File: config.mk
export PLATFORM = sky130hd
export DESIGN_NAME = branch_resolve
export DESIGN_NICKNAME = d
export VERILOG_FILES = /design/src/rtl/libalu_pkg.sv /design/src/rtl/branch_taken_decode.sv /design/src/rtl/branch_resolve.sv
export SDC_FILE = /design/constraint.sdc
export NUM_CORES = 1
export LEC_CHECK = 0
export CAP_MARGIN = 30
export CORE_AREA = 2 2 110 112
export DETAILED_ROUTE_END_ITERATION = 12
export DIE_AREA = 0 0 112 114
export PLACE_DENSITY = 0.85
export SETUP_SLACK_MARGIN = 0.15
export SYNTH_ARGS = -nofsm -noshare
export SYNTH_HDL_FRONTEND = slang
export SYNTH_HIERARCHICAL = 1
export SYNTH_SLANG_ARGS = --single-unit
File: constraint.sdc
create_clock -name clk -period 9.32 [get_ports clk]
set_input_delay 1.398 -clock clk [delete_from_list [all_inputs] [get_ports clk]]
set_output_delay 1.398 -clock clk [all_outputs]
set_load 0.03 [all_outputs]
File: src/rtl/libalu_pkg.sv
// Shared ALU/branch definitions: compare codes, branch funct3 values, resolve-state enum.
package libalu;

    localparam logic [1:0] BRAN_GT  = 2'd0;
    localparam logic [1:0] BRAN_LT  = 2'd1;
    localparam logic [1:0] BRAN_EQ  = 2'd2;
    localparam logic [1:0] BRAN_ERR = 2'd3;

    localparam logic [2:0] F3_BEQ  = 3'b000;
    localparam logic [2:0] F3_BNE  = 3'b001;
    localparam logic [2:0] F3_BLT  = 3'b100;
    localparam logic [2:0] F3_BGE  = 3'b101;
    localparam logic [2:0] F3_BLTU = 3'b110;
    localparam logic [2:0] F3_BGEU = 3'b111;

    typedef enum logic [1:0] {
        ST_IDLE     = 2'd0,
        ST_REDIRECT = 2'd1,
        ST_FLUSH    = 2'd2
    } resolve_state_t;

endpackage

File: src/rtl/branch_taken_decode.sv
// Combinational mapping of funct3 + compare codes (+ jump) to taken/err.
module branch_taken_decode
    import libalu::*;
(
    input  logic       is_jump,
    input  logic [2:0] funct3,
    input  logic [1:0] code_s,
    input  logic [1:0] code_u,
    output logic       taken,
    output logic       err
);

    logic [1:0] sel;

    // Select the relevant compare code and evaluate the branch condition.
    always_comb begin
        taken = 1'b0;
        err   = 1'b0;
        sel   = code_s;
        if (is_jump) begin
            taken = 1'b1;
        end else begin
            case (funct3)
                F3_BEQ:  taken = (code_s == BRAN_EQ);
                F3_BNE:  taken = (code_s != BRAN_EQ);
                F3_BLT:  taken = (code_s == BRAN_LT);
                F3_BGE:  taken = (code_s == BRAN_GT) || (code_s == BRAN_EQ);
                F3_BLTU: begin
                    sel   = code_u;
                    taken = (code_u == BRAN_LT);
                end
                F3_BGEU: begin
                    sel   = code_u;
                    taken = (code_u == BRAN_GT) || (code_u == BRAN_EQ);
                end
                default: err = 1'b1;
            endcase
            if (sel == BRAN_ERR) begin
                err = 1'b1;
            end
            if (err) begin
                taken = 1'b0;
            end
        end
    end

endmodule

File: src/rtl/branch_resolve.sv
// Resolves branch outcomes, issues redirect to fetch, flushes the pipeline, counts branches.
module branch_resolve
    import libalu::*;
#(
    parameter int unsigned XLEN         = 32,
    parameter int unsigned FLUSH_CYCLES = 2,
    parameter int unsigned CNT_W        = 32
) (
    input  logic             clk,
    input  logic             rst,
    input  logic             br_valid_i,
    output logic             br_ready_o,
    input  logic             br_is_jump_i,
    input  logic [2:0]       br_funct3_i,
    input  logic [1:0]       rs1_rs2_eqz_i,
    input  logic [1:0]       rs1_rs2_eqz_u_i,
    input  logic [XLEN-1:0]  br_pc_i,
    input  logic [XLEN-1:0]  br_target_i,
    input  logic             br_pred_taken_i,
    output logic             redir_valid_o,
    input  logic             redir_ready_i,
    output logic [XLEN-1:0]  redir_pc_o,
    output logic             flush_o,
    output logic             br_err_o,
    output logic [CNT_W-1:0] cnt_branch_o,
    output logic [CNT_W-1:0] cnt_mispred_o
);

    localparam int unsigned FCW = $clog2(FLUSH_CYCLES + 1);
    localparam logic [FCW-1:0] FLUSH_LOAD = FCW'(FLUSH_CYCLES - 1);

    resolve_state_t  state;
    logic [FCW-1:0]  flush_cnt;
    logic            dec_taken;
    logic            dec_err;
    logic            mispred;
    logic [XLEN-1:0] actual_pc;

    branch_taken_decode u_decode (
        .is_jump (br_is_jump_i),
        .funct3  (br_funct3_i),
        .code_s  (rs1_rs2_eqz_i),
        .code_u  (rs1_rs2_eqz_u_i),
        .taken   (dec_taken),
        .err     (dec_err)
    );

    assign mispred    = dec_taken ^ br_pred_taken_i;
    assign actual_pc  = dec_taken ? br_target_i : br_pc_i + XLEN'(4);
    assign br_ready_o = (state == ST_IDLE);

    // Resolve FSM with registered redirect/flush/error outputs and saturating counters.
    always_ff @(posedge clk) begin
        if (rst) begin
            state         <= ST_IDLE;
            flush_cnt     <= '0;
            redir_valid_o <= 1'b0;
            redir_pc_o    <= '0;
            flush_o       <= 1'b0;
            br_err_o      <= 1'b0;
            cnt_branch_o  <= '0;
            cnt_mispred_o <= '0;
        end else begin
            br_err_o <= 1'b0;
            case (state)
                ST_IDLE: begin
                    if (br_valid_i) begin
                        if (dec_err) begin
                            br_err_o <= 1'b1;
                        end else begin
                            if (cnt_branch_o != '1) begin
                                cnt_branch_o <= cnt_branch_o + CNT_W'(1);
                            end
                            if (mispred) begin
                                if (cnt_mispred_o != '1) begin
                                    cnt_mispred_o <= cnt_mispred_o + CNT_W'(1);
                                end
                                state         <= ST_REDIRECT;
                                redir_valid_o <= 1'b1;
                                flush_o       <= 1'b1;
                                redir_pc_o    <= actual_pc;
                            end
                        end
                    end
                end
                ST_REDIRECT: begin
                    if (redir_ready_i) begin
                        state         <= ST_FLUSH;
                        redir_valid_o <= 1'b0;
                        flush_cnt     <= FLUSH_LOAD;
                    end
                end
                ST_FLUSH: begin
                    if (flush_cnt == '0) begin
                        state   <= ST_IDLE;
                        flush_o <= 1'b0;
                    end else begin
                        flush_cnt <= flush_cnt - FCW'(1);
                    end
                end
                default: begin
                    state         <= ST_IDLE;
                    redir_valid_o <= 1'b0;
                    flush_o       <= 1'b0;
                end
            endcase
        end
    end

endmodule

==> flow_summary_export.csv, run 1 <==
group,metric,value,unit
synth,ys_ff_latch,103,
critical_path,critical_path.max_stage_delay,660,ps
routing,avgRoutedWirePerCell,16.3,um
place,port_buffers,176,
floorplanning,die_area,12800,sq um
layout,area_growth,36.7,%
sta,worstMarginPinSlew,963,ps
critical_path,worstPathRequired,9590,ps
sta,timing.final.crit_share,49.8,%
sta,hold_viol_final,0,
critical_path,crit_slowest_cell,"nor2_1",
routing,top_layer_used,"met4",
sta,rsz0062_at_grt,"false",
cts,clock_latency,350,ps
place,dpl_cell_area,7660,sq um
sta,setup_viol,0,
layout,layout-drive-gt1-share,4.02,%
floorplanning,pin_count,177,
routing,drt_iter0_markers,479,
cts,cts.reportedPaths.clkPinSlew,70,ps
sta,final_max_slew_viol_count,0,
layout,multiInputGateArea,3540,sq um
power_and_ir_drop,p_leak,2.47,nW
synth,ys_types,56,
grt,overflow,0,
critical_path,cp_common_cell,"buf_4",
critical_path,crit_path_max_fanout,46,
place,dpl.hpwl,12.2,mm
routing,num_vias,6314,
synth,synth_flop_cell,"dfxtp_1",
layout,regArea,2060,sq um
floorplanning,die_h,114,um
layout,final_cell_mix,"clkdlybuf4s50_1 (175), dfxtp_1 (103), nand2_1 (67), a21oi_1 (58), nor2_1 (52)",
layout,final_nets,972,
critical_path,worstPathCellList,"clkdlybuf4s50_1 > or3b_1 > and3_1 > o41ai_4 > buf_4 > xor2_1 > nand2_1 > buf_4 > nor2_1 > o21ai_0 > a31oi_1",
routing,firstDrtPassIters,7,
critical_path,crit_type,"in -> reg",
floorplanning,fp-row-count,40,
grt,grt_pass1_wl,28.1,mm
synth,netlist_area,5840,sq um
cts,htreeDepth,3,
layout,final_cell_area,7980,sq um
cts,ctsHoldBuffers,0,
power_and_ir_drop,pwr_density_cell,129,nW/um^2
layout,fill_cells,988,
synth,synth_edf_count,0,
routing,drc,0,
power_and_ir_drop,irDropWorstVdd,0.173,mV
cts,clock-sinks,103,
sta,finalCriticalPeriod,4640,ps
sta,slew_headroom,35.2,%
synth,ys_warn_count,6,
cts,post_cts_resized,0,
routing,wl_met1,7.44,mm
sta,max_freq,215,MHz
routing,drtAntennaViolNets,0,
cts,postCtsSetupRepairBufs,0,
cts,cts_buffer_depth,2,
synth,ys_seq_area_share,35.3,%
grt,grt_pass1_vias,5693,
floorplanning,start_util,49.8,%
critical_path,crit_buf_inv,3,
floorplanning,fp.dieW,112,um
sta,fin_skew,7.63,ps
grt,grt_max_degree,61,
sta,fin_setup_tns,0,ps
cts,numCtsBuffers,9,
synth,synth_async_sr_flop_share,0,%
routing,finalWirelength,17.1,mm
cts,cts-root-buf,"clkbuf_16",
critical_path,setup.worst_path.start_class,"primary input",
floorplanning,coreArea,11700,sq um
status,status,"complete, no violations",
grt,antenna_found_initial,1,
critical_path,endpoint_kind,"flip-flop",
synth,syn_inst,742,
synth,syn-num-nets,823,
critical_path,arrival,4920,ps
min_path,hold_path.class,"reg -> reg",
routing,wl_met3,1.34,mm
run,cap_violations,0,
synth,syn_area_per_cell,7.87,sq um
grt,grtUsageTotal,26.6,%
routing,viasPerCell,6.05,
routing,routed-wl-met2,7.94,mm
critical_path,critPathTopFamily,"simple AND/OR/NAND/NOR gates",
cts,cts_tree,"built",
layout,layout_commonest_cell,"clkdlybuf4s50_1",
place,routabilityCongestion,0.931,
## final cells by class
class	instances	area share, %
antenna	1	0.0314
clock buffer	14	3.43
clock inverter	2	0.471
multi-input combinational	577	44.4
timing repair buffer	184	22.8
tap	147	2.31
sequential	103	25.8
inverter	16	0.753
## Yosys cell counts (4+ instances only)
library cell | count | area, sq um
and3_1 | 13 | 81.3
inv_1 | 15 | 56.3
xnor2_1 | 19 | 166
nand3b_1 | 4 | 30.0
o31ai_1 | 24 | 180
nand4b_1 | 4 | 35.0
mux2i_1 | 7 | 70.1
ha_1 | 4 | 50.1
xor2_1 | 13 | 114
a31oi_1 | 19 | 119
nand2_1 | 67 | 251
nor2b_1 | 7 | 43.8
buf_1 | 5 | 18.8
o31a_1 | 8 | 70.1
o211ai_1 | 8 | 60.1
or3_1 | 17 | 106
nor4_1 | 24 | 150
or4_1 | 23 | 173
nor2_1 | 53 | 199
clkbuf_1 | 37 | 139
dfxtp_1 | 103 | 2060
and2_1 | 5 | 31.3
nor3_1 | 16 | 80.1
a21oi_1 | 58 | 290
o21ai_0 | 35 | 175
nand3_1 | 47 | 235
nand2b_1 | 6 | 37.5
a311oi_1 | 4 | 35.0
nand4_1 | 29 | 181
and4_1 | 16 | 140
mux2_2 | 5 | 56.3
a211oi_1 | 8 | 60.1
## worst reg2reg max path, delay by kind of cell, from the launching register on
family | cells | cell delay (ps)
and+or+nand+nor | 4 | 2130
AOI/OAI and AO/OA | 1 | 140
DFF | 1 | 430
## cells by family after synthesis
group | share of synthesized area [%]
buffers and inverters | 4.39
xor gates and xnor gates | 4.80
and+or+nand+nor | 32.3
muxes | 2.17
DFF | 35.3
AOI/OAI and AO/OA | 20.1
adders and majority gates | 0.857
## through the flow
stage | instances | worst slack [ps] | utilization, % | hold WS, ps | power [mW]
global placement | 1026 | 4460 | 65.4 | 440 | 0.639
detailed placement | 1026 | 4350 | 65.4 | 446 | 0.641
global route | 1044 | 4400 | 68.1 | 481 | 1.07
CTS | 1042 | 4700 | 68.0 | 456 | 1.03
finish | 1044 | 4680 | 68.1 | 455 | 1.03
floorplan | 742 | 5430 | - | 506 | 0.558
## flip-flops by register name, summed over array words and instances (netlist names)
register / count
flush_o: 1
redir_pc_o: 32
cnt_mispred_o: 32
br_err_o: 1
flush_cnt: 2
state: 2
cnt_branch_o: 32
redir_valid_o: 1
## worst paths after layout
kind	start	to	slack, ps	cells after the start
max	rs1_rs2_eqz_u_i[0]	redir_pc_o[25]	4680	11
min	redir_pc_o[12]	redir_pc_o[12]	450	2
max reg2reg	state[1]	cnt_branch_o[31]	6540	5
min reg2reg	redir_pc_o[12]	redir_pc_o[12]	450	2
## report_power, final
part	switching, mW	internal, mW	leakage (nW)
clock	0.166	0.231	0.149
sequential	0.00984	0.453	0.834
combinational	0.0944	0.0756	1.48
total	0.270	0.759	2.47
## routing by layer
layer / vias to the layer above / global-route usage, %
met3: 28 / 6.64
met4: 0 / 7.89
met1: 2910 / 34.5
met2: 258 / 44.3
met5: - / 0
li1: 3118 / -
No activity file was read; power rests on OpenSTA's default activity.
==> run 2, diff against run 1 <==
CORE_AREA = 2 2 114 116   (was 2 2 110 112)
DIE_AREA = 0 0 116 118   (was 0 0 112 114)
PLACE_DENSITY = 0.8   (was 0.85)
clock period = 4.7 ns   (was 9.32 ns; I/O delays follow)
==> run 2 against run 1 <==
  * Wire length grew 5.7%
  * Register-to-register slack worse by 4600 ps
  * Core utilization shrank 3.7 points
  * Cell count grew 2.6%
  * Power is 93% higher
  * Sequential cell count stayed put
  * Die area is 7.2% higher
  * Critical path type unchanged
  * Largest power group unchanged
==> flow_summary_export.csv, run 2 (synthesis gave the netlist of run 1 again) <==
group,metric,value,unit
status,status,"complete, no violations",
grt,overflow,0,
critical_path,startpoint,"br_funct3_i[1]",
floorplanning,coreArea,12400,sq um
layout,layout_commonest_cell,"clkdlybuf4s50_1",
routing,avgRoutedWirePerCell,16.8,um
routing,num_vias,6419,
sta,max_freq,285,MHz
critical_path,worstPathRequired,4990,ps
sta,rsz0062_at_grt,"false",
routing,drc,0,
sta,hold_viol_final,0,
critical_path,r2r-start,"state[1]",
cts,cts_buffer_depth,2,
cts,cts_tree,"built",
cts,clock_latency,360,ps
cts,cts-root-buf,"clkbuf_16",
routing,drt_iter0_markers,504,
critical_path,crit_path_max_fanout,9,
routing,finalWirelength,18.0,mm
place,routabilityCongestion,0.884,
critical_path,crit_slowest_cell,"or4_1",
critical_path,critPathTopFamily,"simple AND/OR/NAND/NOR gates",
floorplanning,fp.dieW,116,um
critical_path,arrival,3800,ps
sta,final_max_slew_viol_count,0,
floorplanning,fp-row-count,41,
layout,final_cell_mix,"clkdlybuf4s50_1 (175), dfxtp_1 (103), nand2_1 (67), a21oi_1 (58), nor2_1 (52)",
grt,grtUsageTotal,26.2,%
routing,viasPerCell,5.99,
critical_path,critical_path.max_stage_delay,570,ps
sta,worstMarginPinSlew,987,ps
critical_path,crit_buf_inv,1,
sta,setup_viol,0,
layout,antennaDiodeCount,0,
place,dpl.hpwl,13.2,mm
min_path,hold_path.class,"reg -> reg",
floorplanning,pin_count,177,
floorplanning,start_util,47.0,%
sta,fin_setup_tns,0,ps
sta,fin_skew,7.95,ps
sta,slew_headroom,33.6,%
grt,grt_max_degree,61,
critical_path,setup.worst_path.start_class,"primary input",
layout,reg_top3,"cnt_branch_o: 32 flops, cnt_mispred_o: 32 flops, redir_pc_o: 32 flops",
layout,final_nets,975,
cts,htreeDepth,3,
floorplanning,die_h,118,um
cts,cts.reportedPaths.clkPinSlew,70,ps
power_and_ir_drop,p_leak,2.47,nW
cts,clock-sinks,103,
floorplanning,die_area,13700,sq um
grt,antenna_found_initial,0,
critical_path,crit_type,"in -> reg",
grt,grt_pass1_vias,5838,
power_and_ir_drop,irDropWorstVdd,0.158,mV
sta,finalCriticalPeriod,3510,ps
routing,firstDrtPassIters,5,
cts,numCtsBuffers,9,
cts,postCtsSetupRepairBufs,0,
min_path,hold_path_startpoint,"redir_pc_o[4]",
sta,timing.final.crit_share,74.7,%
layout,area_growth,36.9,%
critical_path,cp_common_cell,"or4_1",
cts,ctsHoldBuffers,0,
place,port_buffers,176,
cts,post_cts_resized,0,
layout,layout-drive-gt1-share,4.34,%
sta,holdWs,451,ps
grt,grt_pass1_wl,29.0,mm
power_and_ir_drop,pwr_density_cell,248,nW/um^2
run,cap_violations,0,
critical_path,endpoint_kind,"flip-flop",
critical_path,worstPathCellList,"clkdlybuf4s50_1 > a31oi_1 > nor2b_1 > or4b_4 > or2_1 > or4_1 > or4_1 > a21oi_1",
routing,drtAntennaViolNets,0,
[run 2: cell type report]
| type | count | area (sq um) |
|---|---|---|
| Timing Repair Buffer | 187 | 1840 |
| Sequential cell | 103 | 2060 |
| Fill cell | 1117 | 4420 |
| Clock inverter | 3 | 17.5 |
| Clock buffer | 13 | 260 |
| Inverter | 16 | 60.1 |
| Multi-Input combinational cell | 577 | 3540 |
| Tap cell | 172 | 215 |
[run 2: metal layers]
metal	GRT usage [%]	routed length, um	up-vias
li1	-	-	3119
met1	34.3	7880	3015
met2	41.4	8380	252
met3	6.80	1320	33
met4	9.38	453	0
met5	0	0	-
[run 2: worst register-to-register path, delay by kind of cell, from the launching register on]
family | cells | cell delay [ps]
AND/OR/NAND/NOR | 4 | 2100
AO/OA/AOI/OAI | 1 | 150
flip-flops | 1 | 430
[run 2: final timing paths]
kind | to | slack, ps | cells past startpoint
worst min-delay path | redir_pc_o[4] | 450 | 2
worst min register to register | redir_pc_o[4] | 450 | 2
worst max-delay path | cnt_branch_o[31] | 1190 | 8
worst max register to register | cnt_branch_o[31] | 1960 | 5
[run 2: stage by stage]
step / instances / setup slack, ps / util, % / power, mW / area, sq um
3_3_place_gp: 1054 / 870 / 62.1 / 1.27 / 7710
5_1_grt: 1071 / 937 / 64.4 / 2.06 / 7990
4_1_cts: 1071 / 1210 / 64.4 / 1.99 / 7990
6_report: 1071 / 1190 / 64.4 / 1.99 / 7990
2_1_floorplan: 742 / 1500 / - / 1.11 / 5840
3_5_place_dp: 1055 / 840 / 62.1 / 1.28 / 7710
[run 2: power breakdown]
part           internal, mW  switching [mW]  total [mW]
logic                 0.151           0.190       0.341
clock network         0.387           0.339       0.727
registers             0.898          0.0195       0.918
==> run 3, diff against run 2 <==
clock period = 3.43 ns   (was 4.7 ns; I/O delays follow)
==> run 3 against run 2 <==
  * Global-route usage fell by 0.15 points
  * Clock skew hardly changed
  * Sequential share of layout area decreased by 0.72 points
  * Largest cell class unchanged
  * Cell count up 2.4%
  * Critical endpoint is now cnt_mispred_o[15]
  * Clock-buffer cell count unchanged
  * Combinational power increased by 43%
  * Critical path type unchanged
  * Sequential cell count stayed put
  * Via count increased by 1.4%
  * Clock power up 49%
  * Die area unchanged
  * Core utilization grew 1.9 points
==> flow_summary_export.csv, run 3 (synthesis gave the netlist of run 1 again) <==
group,metric,value,unit
power_and_ir_drop,finalPower,2.83,mW
critical_path,critPathTopFamily,"simple AND/OR/NAND/NOR gates",
sta,worstMarginPinSlew,846,ps
floorplanning,fp-row-count,41,
sta,hold_viol_final,0,
layout,final_nets,1001,
cts,cts_tree,"built",
floorplanning,start_util,47.0,%
critical_path,crit_buf_inv,3,
grt,grt_max_degree,81,
sta,fin_skew,7.51,ps
power_and_ir_drop,pwr_density_cell,344,nW/um^2
cts,ctsHoldBuffers,0,
cts,clock-sinks,103,
grt,grt_pass1_wl,29.0,mm
sta,setup_viol,0,
place,routabilityCongestion,0.870,
place,pre_cts_slack,37.8,ps
sta,fin_setup_tns,0,ps
critical_path,crit_slowest_cell,"clkdlybuf4s50_1",
critical_path,arrival,3270,ps
sta,max_freq,330,MHz
critical_path,cp_common_cell,"buf_4",
cts,postCtsSetupRepairBufs,0,
routing,finalWirelength,17.9,mm
routing,avgRoutedWirePerCell,16.3,um
run,cap_violations,0,
cts,post_cts_resized,0,
critical_path,crit_type,"in -> reg",
sta,finalCriticalPeriod,3030,ps
layout,fin_util,66.2,%
layout,final_cell_area,8220,sq um
cts,numCtsBuffers,9,
critical_path,endpoint_kind,"flip-flop",
layout,area_growth,40.9,%
floorplanning,pin_count,177,
cts,cts_buffer_depth,2,
layout,reg_top3,"cnt_branch_o: 32 flops, cnt_mispred_o: 32 flops, redir_pc_o: 32 flops",
min_path,hold_path.class,"reg -> reg",
critical_path,worstPathCellList,"clkdlybuf4s50_1 > or3b_1 > and3_1 > o41ai_4 > buf_4 > xor2_1 > nand4_1 > buf_4 > nor4b_1 > mux2_2",
layout,antennaDiodeCount,0,
grt,grt_pass1_vias,5916,
cts,cts-root-buf,"clkbuf_16",
place,dp.cells,1081,
layout,fin_cells,1097,
sta,timing.final.ws_setup,401,ps
grt,grtUsageTotal,26.0,%
grt,antenna_found_initial,0,
layout,layout-drive-gt1-share,7.14,%
cts,cts.reportedPaths.clkPinSlew,70,ps
critical_path,worstPathRequired,3670,ps
floorplanning,coreArea,12400,sq um
cts,clock_latency,350,ps
power_and_ir_drop,p_leak,2.61,nW
routing,num_vias,6511,
grt,overflow,0,
routing,firstDrtPassIters,5,
cts,htreeDepth,3,
critical_path,critical_path.max_stage_delay,470,ps
floorplanning,die_h,118,um
critical_path,setup.worst_path.start_class,"primary input",
routing,drtAntennaViolNets,0,
place,dpl_cell_area,7910,sq um
place,port_buffers,176,
sta,rsz0062_at_grt,"false",
sta,final_max_slew_viol_count,0,
place,dpl.hpwl,13.1,mm
power_and_ir_drop,irDropWorstVdd,0.277,mV
floorplanning,die_area,13700,sq um
critical_path,crit_path_max_fanout,7,
layout,layout_commonest_cell,"clkdlybuf4s50_1",
status,status,"complete, no violations",
sta,holdWs,452,ps
sta,timing.final.crit_share,88.3,%
layout,final_cell_mix,"clkdlybuf4s50_1 (175), dfxtp_1 (103), nand2_1 (67), a21oi_1 (58), nor2_1 (52)",
routing,drt_iter0_markers,515,
routing,drc,0,
sta,slew_headroom,43.6,%
routing,viasPerCell,5.94,
floorplanning,fp.dieW,116,um
[run 3: area by class of cell]
type,instances,area [sq um]
fillers,1115,4190
inverters,16,60.1
clock inverters,3,40.0
flip-flops and latches,103,2060
multi-input cells,577,3540
repair buffers,213,2040
clock buffers,13,270
well taps,172,215
[run 3: worst reg2reg max path, cell delays in order (launching register included)]
cell,delay [ps]
dfxtp_1,430
nand4_1,290
or4_1,730
nor2_1,630
or4_1,230
a21oi_1,60
[run 3: worst paths after layout]
path	startpoint	to	slack, ps	cells after the start
min reg2reg	redir_pc_o[8]	redir_pc_o[8]	450	2
max reg2reg	cnt_branch_o[24]	cnt_branch_o[17]	910	5
max	br_funct3_i[0]	cnt_mispred_o[15]	400	10
min	redir_pc_o[8]	redir_pc_o[8]	450	2
[run 3: where the power goes]
group          switching [mW]  total, mW  internal, mW
logic                   0.262      0.486         0.225
clock network           0.458       1.08         0.624
registers              0.0255       1.26          1.23
total                   0.745       2.83          2.08
[run 3: layer usage]
layer  GRT usage [%]  wire length, um  share of wire, %  vias to the layer above
met5               0                0                 0                        -
met4            9.67              369               2.1                        0
met3            6.02             1320               7.4                       29
met2            41.8             8450                47                      275
met1            33.9             7720                43                     3033
li1                -                -                 -                     3174
